--- src/rtl/board_draw_sequencer_pkg.sv ---
// ----------------------------------------------------------------------------
// draw_pkg
// Shared encodings for the board draw sequencer: job/grant codes, glyph
// symbol codes, screen geometry, FSM state encoding, the latched job record
// and the cell-number validity check.
// ----------------------------------------------------------------------------
package draw_pkg;

   // Job in service, also driven out on the grant port.
   typedef enum logic [1:0] {
      GRANT_NONE = 2'b00,
      GRANT_CLR  = 2'b01,
      GRANT_GRID = 2'b10,
      GRANT_CELL = 2'b11
   } grant_e;

   // Glyph symbol; the reserved code draws like an erase.
   typedef enum logic [1:0] {
      SYM_ERASE = 2'b00,
      SYM_X     = 2'b01,
      SYM_O     = 2'b10,
      SYM_RSVD  = 2'b11
   } sym_e;

   localparam int SCREEN_W = 160;
   localparam int SCREEN_H = 120;

   typedef enum logic [1:0] {
      ST_IDLE = 2'b00,
      ST_SCAN = 2'b01,
      ST_DONE = 2'b10
   } state_e;

   // Everything captured at acceptance; the requester may change its inputs
   // once the job has been taken.
   typedef struct packed {
      grant_e     job;
      logic [3:0] pos;
      sym_e       sym;
      logic [2:0] col;
   } job_t;

   // Cells are numbered 1..9; anything else is rejected without drawing.
   function automatic logic pos_valid(input logic [3:0] pos);
      return (pos != 4'd0) && (pos <= 4'd9);
   endfunction

endpackage

--- src/rtl/board_draw_sequencer_if.sv ---
// ----------------------------------------------------------------------------
// board_draw_sequencer_if
// Request/status side (from the game control FSM) and plot side (to
// vga_adapter) of the board draw sequencer, bundled as one interface.
//   master : the controller/bench - drives requests, observes pixels/status
//   slave  : the sequencer        - reads requests, drives pixels/status
// Signals:
//   clr_req/grid_req/cell_req  level requests (clr > grid > cell)
//   cell_pos[3:0], cell_sym[1:0], cell_col[2:0]  glyph job operands
//   grid_col[2:0]              grid line colour
//   x[7:0], y[6:0], colour[2:0], plot   pixel write port
//   busy, done, err, grant[1:0]         job status
// ----------------------------------------------------------------------------
interface board_draw_sequencer_if;
   logic       clr_req;
   logic       grid_req;
   logic       cell_req;
   logic [3:0] cell_pos;
   logic [1:0] cell_sym;
   logic [2:0] cell_col;
   logic [2:0] grid_col;

   logic [7:0] x;
   logic [6:0] y;
   logic [2:0] colour;
   logic       plot;
   logic       busy;
   logic       done;
   logic       err;
   logic [1:0] grant;

   modport master (
      output clr_req, grid_req, cell_req, cell_pos, cell_sym, cell_col, grid_col,
      input  x, y, colour, plot, busy, done, err, grant
   );

   modport slave (
      input  clr_req, grid_req, cell_req, cell_pos, cell_sym, cell_col, grid_col,
      output x, y, colour, plot, busy, done, err, grant
   );
endinterface

--- src/rtl/board_draw_sequencer_cell_glyph.sv ---
// ----------------------------------------------------------------------------
// cell_glyph
// Combinational glyph shape: says whether pixel (i,j) of a GxG glyph box is
// lit for the given symbol. Kept separate so the shapes can be swapped.
// Ports:
//   sym_i[1:0]   symbol (erase / X / O / reserved=erase)
//   i_i[4:0]     x offset inside the glyph box
//   j_i[4:0]     y offset inside the glyph box
//   pixel_on_o   1 when the glyph covers this pixel
// ----------------------------------------------------------------------------
module cell_glyph
   import draw_pkg::*;
#(
   parameter int G = 24
) (
   input  logic [1:0] sym_i,
   input  logic [4:0] i_i,
   input  logic [4:0] j_i,
   output logic       pixel_on_o
);
   localparam logic [5:0] DIAG_SUM  = 6'(G - 1);
   localparam logic [4:0] EDGE_LO   = 5'd2;
   localparam logic [4:0] EDGE_HI   = 5'(G - 2);

   logic [5:0] ij_sum;
   logic       on_x;
   logic       on_o;

   assign ij_sum = {1'b0, i_i} + {1'b0, j_i};

   // X: both diagonals, one pixel wide.
   assign on_x = (i_i == j_i) || (ij_sum == DIAG_SUM);

   // O: a two-pixel-thick square ring on the box border.
   assign on_o = (i_i < EDGE_LO) || (i_i >= EDGE_HI) ||
                 (j_i < EDGE_LO) || (j_i >= EDGE_HI);

   always_comb begin
      pixel_on_o = 1'b0;
      case (sym_i)
         SYM_X:   pixel_on_o = on_x;
         SYM_O:   pixel_on_o = on_o;
         default: pixel_on_o = 1'b0;
      endcase
   end
endmodule

--- src/rtl/board_draw_sequencer.sv ---
// ----------------------------------------------------------------------------
// board_draw_sequencer
// Owns the vga_adapter plot port and arbitrates it between three level
// requesters: full-screen clear, board grid, single-cell glyph. An accepted
// job is scanned out one pixel per clock (inner loop x, outer loop y),
// followed by a one-cycle done pulse.
// Ports:
//   clock   system clock
//   resetn  synchronous, active-low reset
//   bus     board_draw_sequencer_if.slave (requests in, pixels/status out)
// Parameters:
//   BX0/BY0  board top-left corner, CELL cell pitch, INSET glyph inset
// ----------------------------------------------------------------------------
module board_draw_sequencer
   import draw_pkg::*;
#(
   parameter int BX0   = 32,
   parameter int BY0   = 12,
   parameter int CELL  = 32,
   parameter int INSET = 4
) (
   input  logic                  clock,
   input  logic                  resetn,
   board_draw_sequencer_if.slave bus
);
   localparam int G     = CELL - 2 * INSET;
   localparam int BOARD = 3 * CELL;

   // Last counter values per job type (scan box is W x H).
   localparam logic [7:0] CLR_LAST_I  = 8'(SCREEN_W - 1);
   localparam logic [6:0] CLR_LAST_J  = 7'(SCREEN_H - 1);
   localparam logic [7:0] GRID_LAST_I = 8'(BOARD - 1);
   localparam logic [6:0] GRID_LAST_J = 7'(BOARD - 1);
   localparam logic [7:0] CELL_LAST_I = 8'(G - 1);
   localparam logic [6:0] CELL_LAST_J = 7'(G - 1);

   // Inner grid lines sit on offsets CELL and 2*CELL of the board box.
   localparam logic [7:0] LINE1_I = 8'(CELL);
   localparam logic [7:0] LINE2_I = 8'(2 * CELL);
   localparam logic [6:0] LINE1_J = 7'(CELL);
   localparam logic [6:0] LINE2_J = 7'(2 * CELL);

   localparam logic [7:0] GRID_X0 = 8'(BX0);
   localparam logic [6:0] GRID_Y0 = 7'(BY0);

   // Glyph box origins per cell column / row.
   localparam logic [7:0] CX0 = 8'(BX0 + INSET);
   localparam logic [7:0] CX1 = 8'(BX0 + CELL + INSET);
   localparam logic [7:0] CX2 = 8'(BX0 + 2 * CELL + INSET);
   localparam logic [6:0] CY0 = 7'(BY0 + INSET);
   localparam logic [6:0] CY1 = 7'(BY0 + CELL + INSET);
   localparam logic [6:0] CY2 = 7'(BY0 + 2 * CELL + INSET);

   state_e     state_q, state_d;
   job_t       job_q, job_d;
   logic [7:0] i_q, i_d;
   logic [6:0] j_q, j_d;
   logic       err_q, err_d;
   logic [7:0] x_hold_q;
   logic [6:0] y_hold_q;
   logic [2:0] col_hold_q;

   logic       req_any;
   grant_e     req_job;
   logic       req_bad;
   logic [7:0] last_i;
   logic [6:0] last_j;
   logic       last_pix;
   logic [7:0] org_x;
   logic [6:0] org_y;
   logic       glyph_on;
   logic [7:0] scan_x;
   logic [6:0] scan_y;
   logic [2:0] scan_col;
   logic       scan_plot;

   // ------------------------------------------------------------------
   // Request arbitration: fixed priority clr > grid > cell.
   // ------------------------------------------------------------------
   always_comb begin
      req_any = bus.clr_req | bus.grid_req | bus.cell_req;
      req_job = GRANT_NONE;
      if (bus.clr_req)
         req_job = GRANT_CLR;
      else if (bus.grid_req)
         req_job = GRANT_GRID;
      else if (bus.cell_req)
         req_job = GRANT_CELL;
   end

   // A cell job with a bad number skips SCAN and goes straight to DONE.
   assign req_bad = (req_job == GRANT_CELL) && !pos_valid(bus.cell_pos);

   // ------------------------------------------------------------------
   // Scan box size for the job in service.
   // ------------------------------------------------------------------
   always_comb begin
      last_i = CLR_LAST_I;
      last_j = CLR_LAST_J;
      case (job_q.job)
         GRANT_GRID: begin
            last_i = GRID_LAST_I;
            last_j = GRID_LAST_J;
         end
         GRANT_CELL: begin
            last_i = CELL_LAST_I;
            last_j = CELL_LAST_J;
         end
         default: ;
      endcase
   end

   assign last_pix = (i_q == last_i) && (j_q == last_j);

   // ------------------------------------------------------------------
   // Cell number -> glyph box origin (table instead of a divide by 3).
   // ------------------------------------------------------------------
   always_comb begin
      org_x = CX0;
      org_y = CY0;
      case (job_q.pos)
         4'd1: begin org_x = CX0; org_y = CY0; end
         4'd2: begin org_x = CX1; org_y = CY0; end
         4'd3: begin org_x = CX2; org_y = CY0; end
         4'd4: begin org_x = CX0; org_y = CY1; end
         4'd5: begin org_x = CX1; org_y = CY1; end
         4'd6: begin org_x = CX2; org_y = CY1; end
         4'd7: begin org_x = CX0; org_y = CY2; end
         4'd8: begin org_x = CX1; org_y = CY2; end
         4'd9: begin org_x = CX2; org_y = CY2; end
         default: ;
      endcase
   end

   // Glyph counters never exceed G-1, so the low 5 bits are enough.
   cell_glyph #(
      .G (G)
   ) u_glyph (
      .sym_i      (job_q.sym),
      .i_i        (i_q[4:0]),
      .j_i        (j_q[4:0]),
      .pixel_on_o (glyph_on)
   );

   // ------------------------------------------------------------------
   // Pixel generator: combinational from latched job + counters.
   // ------------------------------------------------------------------
   always_comb begin
      scan_x    = i_q;
      scan_y    = j_q;
      scan_col  = 3'b000;
      scan_plot = 1'b1;
      case (job_q.job)
         GRANT_GRID: begin
            scan_x    = GRID_X0 + i_q;
            scan_y    = GRID_Y0 + j_q;
            scan_col  = job_q.col;
            scan_plot = (i_q == LINE1_I) || (i_q == LINE2_I) ||
                        (j_q == LINE1_J) || (j_q == LINE2_J);
         end
         GRANT_CELL: begin
            // Every box pixel is written so an old glyph is wiped.
            scan_x   = org_x + i_q;
            scan_y   = org_y + j_q;
            scan_col = glyph_on ? job_q.col : 3'b000;
         end
         default: ;
      endcase
   end

   // ------------------------------------------------------------------
   // FSM: state register.
   // ------------------------------------------------------------------
   always_ff @(posedge clock) begin
      if (!resetn)
         state_q <= ST_IDLE;
      else
         state_q <= state_d;
   end

   // ------------------------------------------------------------------
   // FSM: next state.
   // ------------------------------------------------------------------
   always_comb begin
      state_d = state_q;
      case (state_q)
         ST_IDLE: if (req_any) state_d = req_bad ? ST_DONE : ST_SCAN;
         ST_SCAN: if (last_pix) state_d = ST_DONE;
         ST_DONE: state_d = ST_IDLE;
         default: state_d = ST_IDLE;
      endcase
   end

   // ------------------------------------------------------------------
   // FSM: outputs. x/y/colour hold the last scanned pixel outside SCAN.
   // ------------------------------------------------------------------
   always_comb begin
      bus.x      = x_hold_q;
      bus.y      = y_hold_q;
      bus.colour = col_hold_q;
      bus.plot   = 1'b0;
      bus.busy   = (state_q != ST_IDLE);
      bus.done   = (state_q == ST_DONE);
      bus.err    = (state_q == ST_DONE) && err_q;
      bus.grant  = (state_q != ST_IDLE) ? job_q.job : GRANT_NONE;
      if (state_q == ST_SCAN) begin
         bus.x      = scan_x;
         bus.y      = scan_y;
         bus.colour = scan_col;
         bus.plot   = scan_plot;
      end
   end

   // ------------------------------------------------------------------
   // Job latch and scan counters.
   // ------------------------------------------------------------------
   always_comb begin
      job_d = job_q;
      i_d   = i_q;
      j_d   = j_q;
      err_d = err_q;
      if ((state_q == ST_IDLE) && req_any) begin
         job_d.job = req_job;
         job_d.pos = bus.cell_pos;
         job_d.sym = sym_e'(bus.cell_sym);
         case (req_job)
            GRANT_GRID: job_d.col = bus.grid_col;
            GRANT_CELL: job_d.col = bus.cell_col;
            default:    job_d.col = 3'b000;
         endcase
         i_d   = 8'd0;
         j_d   = 7'd0;
         err_d = req_bad;
      end else if (state_q == ST_SCAN) begin
         if (i_q == last_i) begin
            i_d = 8'd0;
            j_d = j_q + 7'd1;
         end else begin
            i_d = i_q + 8'd1;
         end
      end
   end

   always_ff @(posedge clock) begin
      if (!resetn) begin
         job_q      <= '{job: GRANT_NONE, pos: 4'd0, sym: SYM_ERASE, col: 3'd0};
         i_q        <= 8'd0;
         j_q        <= 7'd0;
         err_q      <= 1'b0;
         x_hold_q   <= 8'd0;
         y_hold_q   <= 7'd0;
         col_hold_q <= 3'd0;
      end else begin
         job_q <= job_d;
         i_q   <= i_d;
         j_q   <= j_d;
         err_q <= err_d;
         if (state_q == ST_SCAN) begin
            x_hold_q   <= scan_x;
            y_hold_q   <= scan_y;
            col_hold_q <= scan_col;
         end
      end
   end

endmodule
--- src/flat_wrapper.sv ---
// flat-port wrapper written by rule: the top's interface ports become plain ports
module board_draw_sequencer_flat import draw_pkg::*;
#(
   parameter int BX0   = 32,
   parameter int BY0   = 12,
   parameter int CELL  = 32,
   parameter int INSET = 4
)
  (clock, resetn, bus_clr_req, bus_grid_req, bus_cell_req, bus_cell_pos, bus_cell_sym, bus_cell_col, bus_grid_col, bus_x, bus_y, bus_colour, bus_plot, bus_busy, bus_done, bus_err, bus_grant);
  board_draw_sequencer_if bus_i ();
  input  logic clock;
  input  logic resetn;
  input wire logic [$bits(bus_i.clr_req)-1:0] bus_clr_req;
  input wire logic [$bits(bus_i.grid_req)-1:0] bus_grid_req;
  input wire logic [$bits(bus_i.cell_req)-1:0] bus_cell_req;
  input wire logic [$bits(bus_i.cell_pos)-1:0] bus_cell_pos;
  input wire logic [$bits(bus_i.cell_sym)-1:0] bus_cell_sym;
  input wire logic [$bits(bus_i.cell_col)-1:0] bus_cell_col;
  input wire logic [$bits(bus_i.grid_col)-1:0] bus_grid_col;
  output wire logic [$bits(bus_i.x)-1:0] bus_x;
  output wire logic [$bits(bus_i.y)-1:0] bus_y;
  output wire logic [$bits(bus_i.colour)-1:0] bus_colour;
  output wire logic [$bits(bus_i.plot)-1:0] bus_plot;
  output wire logic [$bits(bus_i.busy)-1:0] bus_busy;
  output wire logic [$bits(bus_i.done)-1:0] bus_done;
  output wire logic [$bits(bus_i.err)-1:0] bus_err;
  output wire logic [$bits(bus_i.grant)-1:0] bus_grant;
  assign bus_i.clr_req = bus_clr_req;
  assign bus_i.grid_req = bus_grid_req;
  assign bus_i.cell_req = bus_cell_req;
  assign bus_i.cell_pos = bus_cell_pos;
  assign bus_i.cell_sym = bus_cell_sym;
  assign bus_i.cell_col = bus_cell_col;
  assign bus_i.grid_col = bus_grid_col;
  assign bus_x = bus_i.x;
  assign bus_y = bus_i.y;
  assign bus_colour = bus_i.colour;
  assign bus_plot = bus_i.plot;
  assign bus_busy = bus_i.busy;
  assign bus_done = bus_i.done;
  assign bus_err = bus_i.err;
  assign bus_grant = bus_i.grant;
  board_draw_sequencer #(.BX0(BX0), .BY0(BY0), .CELL(CELL), .INSET(INSET)) u_core (.clock(clock), .resetn(resetn), .bus(bus_i));
endmodule
--- config.mk ---
export PLATFORM = sky130hd
export DESIGN_NAME = board_draw_sequencer_flat
export DESIGN_NICKNAME = d
export VERILOG_FILES = /design/src/rtl/board_draw_sequencer_pkg.sv /design/src/rtl/board_draw_sequencer_if.sv /design/src/rtl/board_draw_sequencer_cell_glyph.sv /design/src/rtl/board_draw_sequencer.sv /design/src/flat_wrapper.sv
export SDC_FILE = /design/constraint.sdc
export NUM_CORES = 1
export LEC_CHECK = 0
export ABC_AREA = 1
export CAP_MARGIN = 10
export CORE_MARGIN = 2
export CORE_UTILIZATION = 56
export CTS_CLUSTER_SIZE = 12
export DETAILED_ROUTE_END_ITERATION = 16
export GPL_ROUTABILITY_DRIVEN = 0
export MAX_ROUTING_LAYER = met4
export PLACE_DENSITY_LB_ADDON = 0.3
export SLEW_MARGIN = 10
export SYNTH_ARGS = -nofsm -noshare
export SYNTH_HDL_FRONTEND = slang
export SYNTH_HIERARCHICAL = 1
export SYNTH_SLANG_ARGS = --single-unit
--- constraint.sdc ---
create_clock -name clock -period 3.35 [get_ports clock]
set_clock_uncertainty 0.2 [all_clocks]
set_input_delay 0.67 -clock clock [delete_from_list [all_inputs] [get_ports clock]]
set_output_delay 0.67 -clock clock [all_outputs]
set_load 0.02 [all_outputs]
After elaboration in Yosys (flattened, before gate mapping)

Cells that the tools add are included.
Widths: inputs -> output; s select.

Bitwise logic cells: 3
$add $sub $neg: 7
Eq/ne operators: 26
Order comparisons: 5
Multiplexer cells: 24
Reduce and logical (&&, ||, !) cells: 23

Operator list:

| kind                | number |
|---|---|
| $pmux 7 s2          | 4 |
| $pmux 8 s2          | 2 |
| $eq 4x3->1 const B  | 4 |
| $mux 8              | 2 |
| $mux 2              | 7 |
| $eq 2x2->1 const B  | 6 |
| $pmux 3 s2          | 2 |
| $reduce_or 3->1     | 4 |
| $ge 5x5->1 const B  | 2 |
| $lt 5x2->1 const B  | 2 |
| $add 6x8->8 const A | 1 |
| $add 7x8->8         | 1 |
| $add 8x1->8 const B | 1 |
| $eq 4x2->1 const B  | 2 |
| $eq 4x4->1 const B  | 2 |
| $eq 8x6->1 const B  | 1 |
| $eq 8x7->1 const B  | 1 |
| $eq 8x8->1          | 1 |
| $add 4x7->7 const A | 1 |
| $add 7x1->7 const B | 1 |
| $add 7x7->7         | 1 |
| $eq 7x6->1 const B  | 1 |
| $eq 7x7->1          | 1 |
| $eq 7x7->1 const B  | 1 |
| 21 further kinds    | 37 |

Bits of input ports: 17
Flip-flop bits (word level): 47
Output and inout bits: 24
Logic and storage cells: 99

Depth between registers and ports, before layout

Word-level depth: 8
Mapped depth: 16
Depth with buffers taken out: 16

Cells and area by module

Netlist, hierarchy kept.

By module, submodules not included:

| module               | area an instance (sq um) | cells an instance | sequential area each (sq um) | instances |
|---|---|---|---|---|
| board_draw_sequencer | 2,825.2                  | 420               | 940.9                        | 1 |
| cell_glyph           | 315.3                    | 56                | 0.0                          | 1 |

Least setup slack after synthesis

OpenSTA, ideal clock, no wires.

Kind: register -> output
From: reg u_core.j_q[0]
To: out bus_colour[0]
Data arrival time: 2.135 ns
Data required time: 2.480 ns
Cell stages (with the launch flop): 16
Path slack: 0.345 ns
Buffers on the path: 0
Cells stage by stage: dfxtp_1 > ha_1 > inv_1 > fa_1 > inv_1 > nand2_1 > nor2_2 > nand2_1 > nor2_1 > nand3_1 > nand2_1 > nand2_1 > a21oi_2 > or2_2 > a32oi_1 > inv_1

Cells in the longest elaborated chain, start to end: 7

Ends and longest elaborated chain:

| what                                           | line                                                                         | RTL |
|---|---|---|
| start: declaration                             | board_draw_sequencer.sv:57                                                   | `logic [6:0] j_q, j_d;` |
| start signal: assignment                       | board_draw_sequencer.sv:256                                                  | `j_q <= j_d;` |
| $add 5x5->6 or $lt 5x2->1 (tied branches)      | board_draw_sequencer_cell_glyph.sv:29, board_draw_sequencer_cell_glyph.sv:36 |  |
| $eq 6x5->1 or $logic_or 1x1->1 (tied branches) | board_draw_sequencer_cell_glyph.sv:32, board_draw_sequencer_cell_glyph.sv:35 |  |
| $logic_or 1x1->1, on equally long branches     | board_draw_sequencer_cell_glyph.sv:32, board_draw_sequencer_cell_glyph.sv:36 |  |
| $pmux 1 s2 *                                   | board_draw_sequencer_cell_glyph.sv:40                                        | `case (sym_i)` |
| named net u_core.glyph_on                      | board_draw_sequencer.sv:71                                                   | `logic glyph_on;` |
| $mux 3 *                                       | board_draw_sequencer.sv:165                                                  | `scan_col = glyph_on ? job_q.col : 3'b000;` |
| $pmux 3 s2 *                                   | board_draw_sequencer.sv:153                                                  | `case (job_q.job)` |
| $mux 3 *                                       | board_draw_sequencer.sv:206                                                  | `if (state_q == ST_SCAN) begin` |
| end: declaration                               | flat_wrapper.sv:22                                                           | `output wire logic [$bits(bus_i.colour)-1:0] bus_colour;` |

The timed path passes the listed nets; every way through them passes the cells marked *.

Worst setup path after layout

From: reg u_core.j_q[0]
To: out bus_colour[2]

Same word-level chain as after synthesis.

==> out/summary.txt <==
Area of the core - 0.005473 mm2
Vias in the first global route - 2927
Worst Path Required - 2480 ps
Yosys reg bits - 47
GRT Util Overall - 0.2805
Worst setup margin - -29.21 ps
WP data arrival - 2510 ps
Slowest-stage cell, CP - fa_1
RSZ-0062 raised after global routing - yes
Clk pin slew, worst setup/hold paths - 90 ps
Routed length per instance - 13.55 um
Mapped Area - 0.003141 mm2
Io pins - 41
CP startpoint kind - flop
Avg Vias per Cell - 5.399
Post-place setup slack - -223.8 ps
TritonCTS clock tree - yes
Post-synth cell types - 37
Row cnt - 27
Worst hold path type - reg2reg
Pleak - 1.833 nW
Share of layout cells above drive strength 1 - 0.1245
Final setup viols - 3
Worst hold path stage count - 2
Slowest cell delay on critical path - 470 ps
Grt total ovfl - 0
Die extent in x - 78.89 um
Worst skew pair latency - 310 ps
Worst-Margin Slew - 549.9 ps
Clock Tree Root - clkbuf_8
Die area - 0.006223 mm2
Max Root-Sink Buffers - 2
Syn. warnings - 6
Detailed Route WL - 8160 um
Max IR drop VDD - 252.5 uV
Worst-path fanout max - 3
Rel. slew slack - 0.6325
R2R depth - 16
Cell Pwr Density - 380.1 mW/mm2
DRT Pass-1 Iters - 5
Most frequent cell on the critical path - nand2_1
Finished Cell Area - 0.003866 mm2
Register area share after synthesis - 0.2996
Cell Chain, Critical Path - ha_4 > inv_2 > fa_1 > inv_1 > nand2_1 > nor2_2 > nand2_1 > nor2_1 > nand3_1 > nand2_1 > nand2_1 > a21oi_2 > or2_4 > a32oi_2 > inv_1 > buf_6
Outcome - finished, violations left
Post-route ant nets - 0
Initial antenna violation count - 0
Syn Nets - 513
Inserted Diodes - 0
Initial drt markers - 248
Largest net degree at the start of global routing - 19
Max Cap Viol - 0
Slew Limit Fails - 0
Cts bufs inserted - 5
Max frequency - 295.9 MHz
Post-CTS Hold Buffers - 0
Final net count - 566
Detailed Place HPWL - 6025 um
Violated checks - negative setup slack
Die Height - 78.89 um
H-Tree Depth - 2
First-pass GRT wire length - 13400 um
Fin crit share - 1.009
PortBufs - 40
Vias post-DR - 3250
Commonest non-fill, non-tap cell in the layout - nand2_1
Starting Density - 0.5738
Dpl cell area - 0.003686 mm2
Highest-count cells in the layout ignoring fill and taps - nand2_1 (129), inv_1 (60), nor2_1 (46)
Syn avg cell area - 6.598 um2
Fill cells - 468
Layout area overhead - 23.11%
Fin. Hold Viols - 0
Mapped Cells - 476
Tmin final - 3379 ps
Critical path type - reg2out
CTS sink cnt - 47
Number of remaining DRC errors - 0
Crit. End Element - output port
-- through the flow --
step / instances / TNS, ps / hold WS [ps] / total power (W) / util
floorplan: 476 / 0 / 242.8 / 0.0008558 / -
detailed placement: 593 / -630.0 / 265.8 / 0.0009821 / 0.6735
finish: 602 / -81.35 / 276.7 / 0.001470 / 0.7064
global placement: 593 / -404.1 / 259.1 / 0.0009746 / 0.6735
CTS: 602 / -42.42 / 279.5 / 0.001472 / 0.7053
global route: 602 / -607.0 / 300.3 / 0.001544 / 0.7064
-- synth_stat cells --
library cell  number  area share
a21oi_1           36       0.057
a21oi_2            1      0.0028
a21oi_4            1      0.0052
a31oi_1            1      0.0020
a32oi_1            3      0.0084
and2_1             1      0.0020
and3_1             1      0.0020
buf_2              2      0.0032
buf_4              3      0.0072
buf_6              3       0.011
clkbuf_1           3      0.0036
clkinv_1           1      0.0012
dfxtp_1           47        0.30
fa_1               2       0.013
ha_1              18       0.072
inv_1             61       0.073
inv_2              8      0.0096
nand2_1          129        0.15
nand2_2            3      0.0060
nand2_4            1      0.0036
nand3_1           35       0.056
nand3_2            1      0.0032
nand4_1            4      0.0080
nand4_4            1      0.0068
nor2_1            46       0.055
nor2_2             2      0.0040
nor2_4             4       0.014
nor3_1             9       0.014
nor3_2             2      0.0064
nor4_1             3      0.0060
o211a_1            1      0.0032
o211ai_1           4      0.0096
o21ai_0           21       0.033
o21ai_1            3      0.0048
o21ai_2            1      0.0028
or2_2              3      0.0060
xor2_1            11       0.031
-- logic make-up (layout without fill, tap and decap cells) --
kind of cell | Yosys count | count (layout) | synth area share
DFF | 47 | 47 | 0.2996
xor gates and xnor gates | 11 | 11 | 0.03068
and+or+nand+nor | 245 | 245 | 0.3474
adders and majority gates | 20 | 20 | 0.08446
buffers and inverters | 81 | 135 | 0.1084
AOI/OAI and AO/OA | 72 | 72 | 0.1295
-- per-layer routing --
metal / vias to the layer above / track usage / routed length, um
met4: 0 / 0.08276 / 180
li1: 1630 / - / -
met2: 148 / 0.4880 / 3988
met5: - / - / 0
met1: 1453 / 0.3407 / 3373
met3: 19 / 0.03864 / 618
-- sequential cells by signal (all words and copies together) (netlist names) --
register	count
u_core/state_q	2
u_core/col_hold_q	3
u_core/err_q	1
u_core/i_q	8
u_core/job_q	11
u_core/y_hold_q	7
u_core/j_q	7
u_core/x_hold_q	8
-- timing repair --
item / CTS / global route
setup buffers: 1 / 0
resized for setup: 30 / 9
endpoints found under the setup margin: 7 / 6
pin swaps: 5 / 4
-- report_power, final --
| part | switching [W] | leakage, nW | internal, W | total [W] |
|---|---|---|---|---|
| clock | 0.000194 | 0.0654 | 0.000298 | 0.000492 |
| sequential | 0.0000277 | 0.384 | 0.000591 | 0.000618 |
| combinational | 0.000222 | 1.38 | 0.000137 | 0.000359 |
-- final timing paths --
check | slack (ps) | end | startpoint
setup reg to reg | 880 | u_core/col_hold_q[2] | u_core/j_q[0]
hold reg to reg | 280 | u_core/x_hold_q[4] | u_core/x_hold_q[4]
hold / removal | 280 | u_core/x_hold_q[4] | u_core/x_hold_q[4]
setup / recovery | -30 | bus_colour[2] | u_core/j_q[0]
-- final cells by class --
type	instances	area [um2]	area share
inverters	70	262.8	0.06796
flip-flops and latches	47	944.7	0.2443
clock buffers	6	72.57	0.01877
repair buffers	57	534.3	0.1382
clock inverters	2	60.06	0.01553
multi-input cells	348	1902	0.4919
well taps	72	90.09	0.02330
-- worst max-delay path: cells and delay by family, from the launching register on --
family,cells,cell delay (ps)
buf+inv,4,280
compound gates,2,300
flops,1,370
fa+ha+maj,2,610
simple gates,8,640
Note: power is estimated with default switching activity, not from simulation.
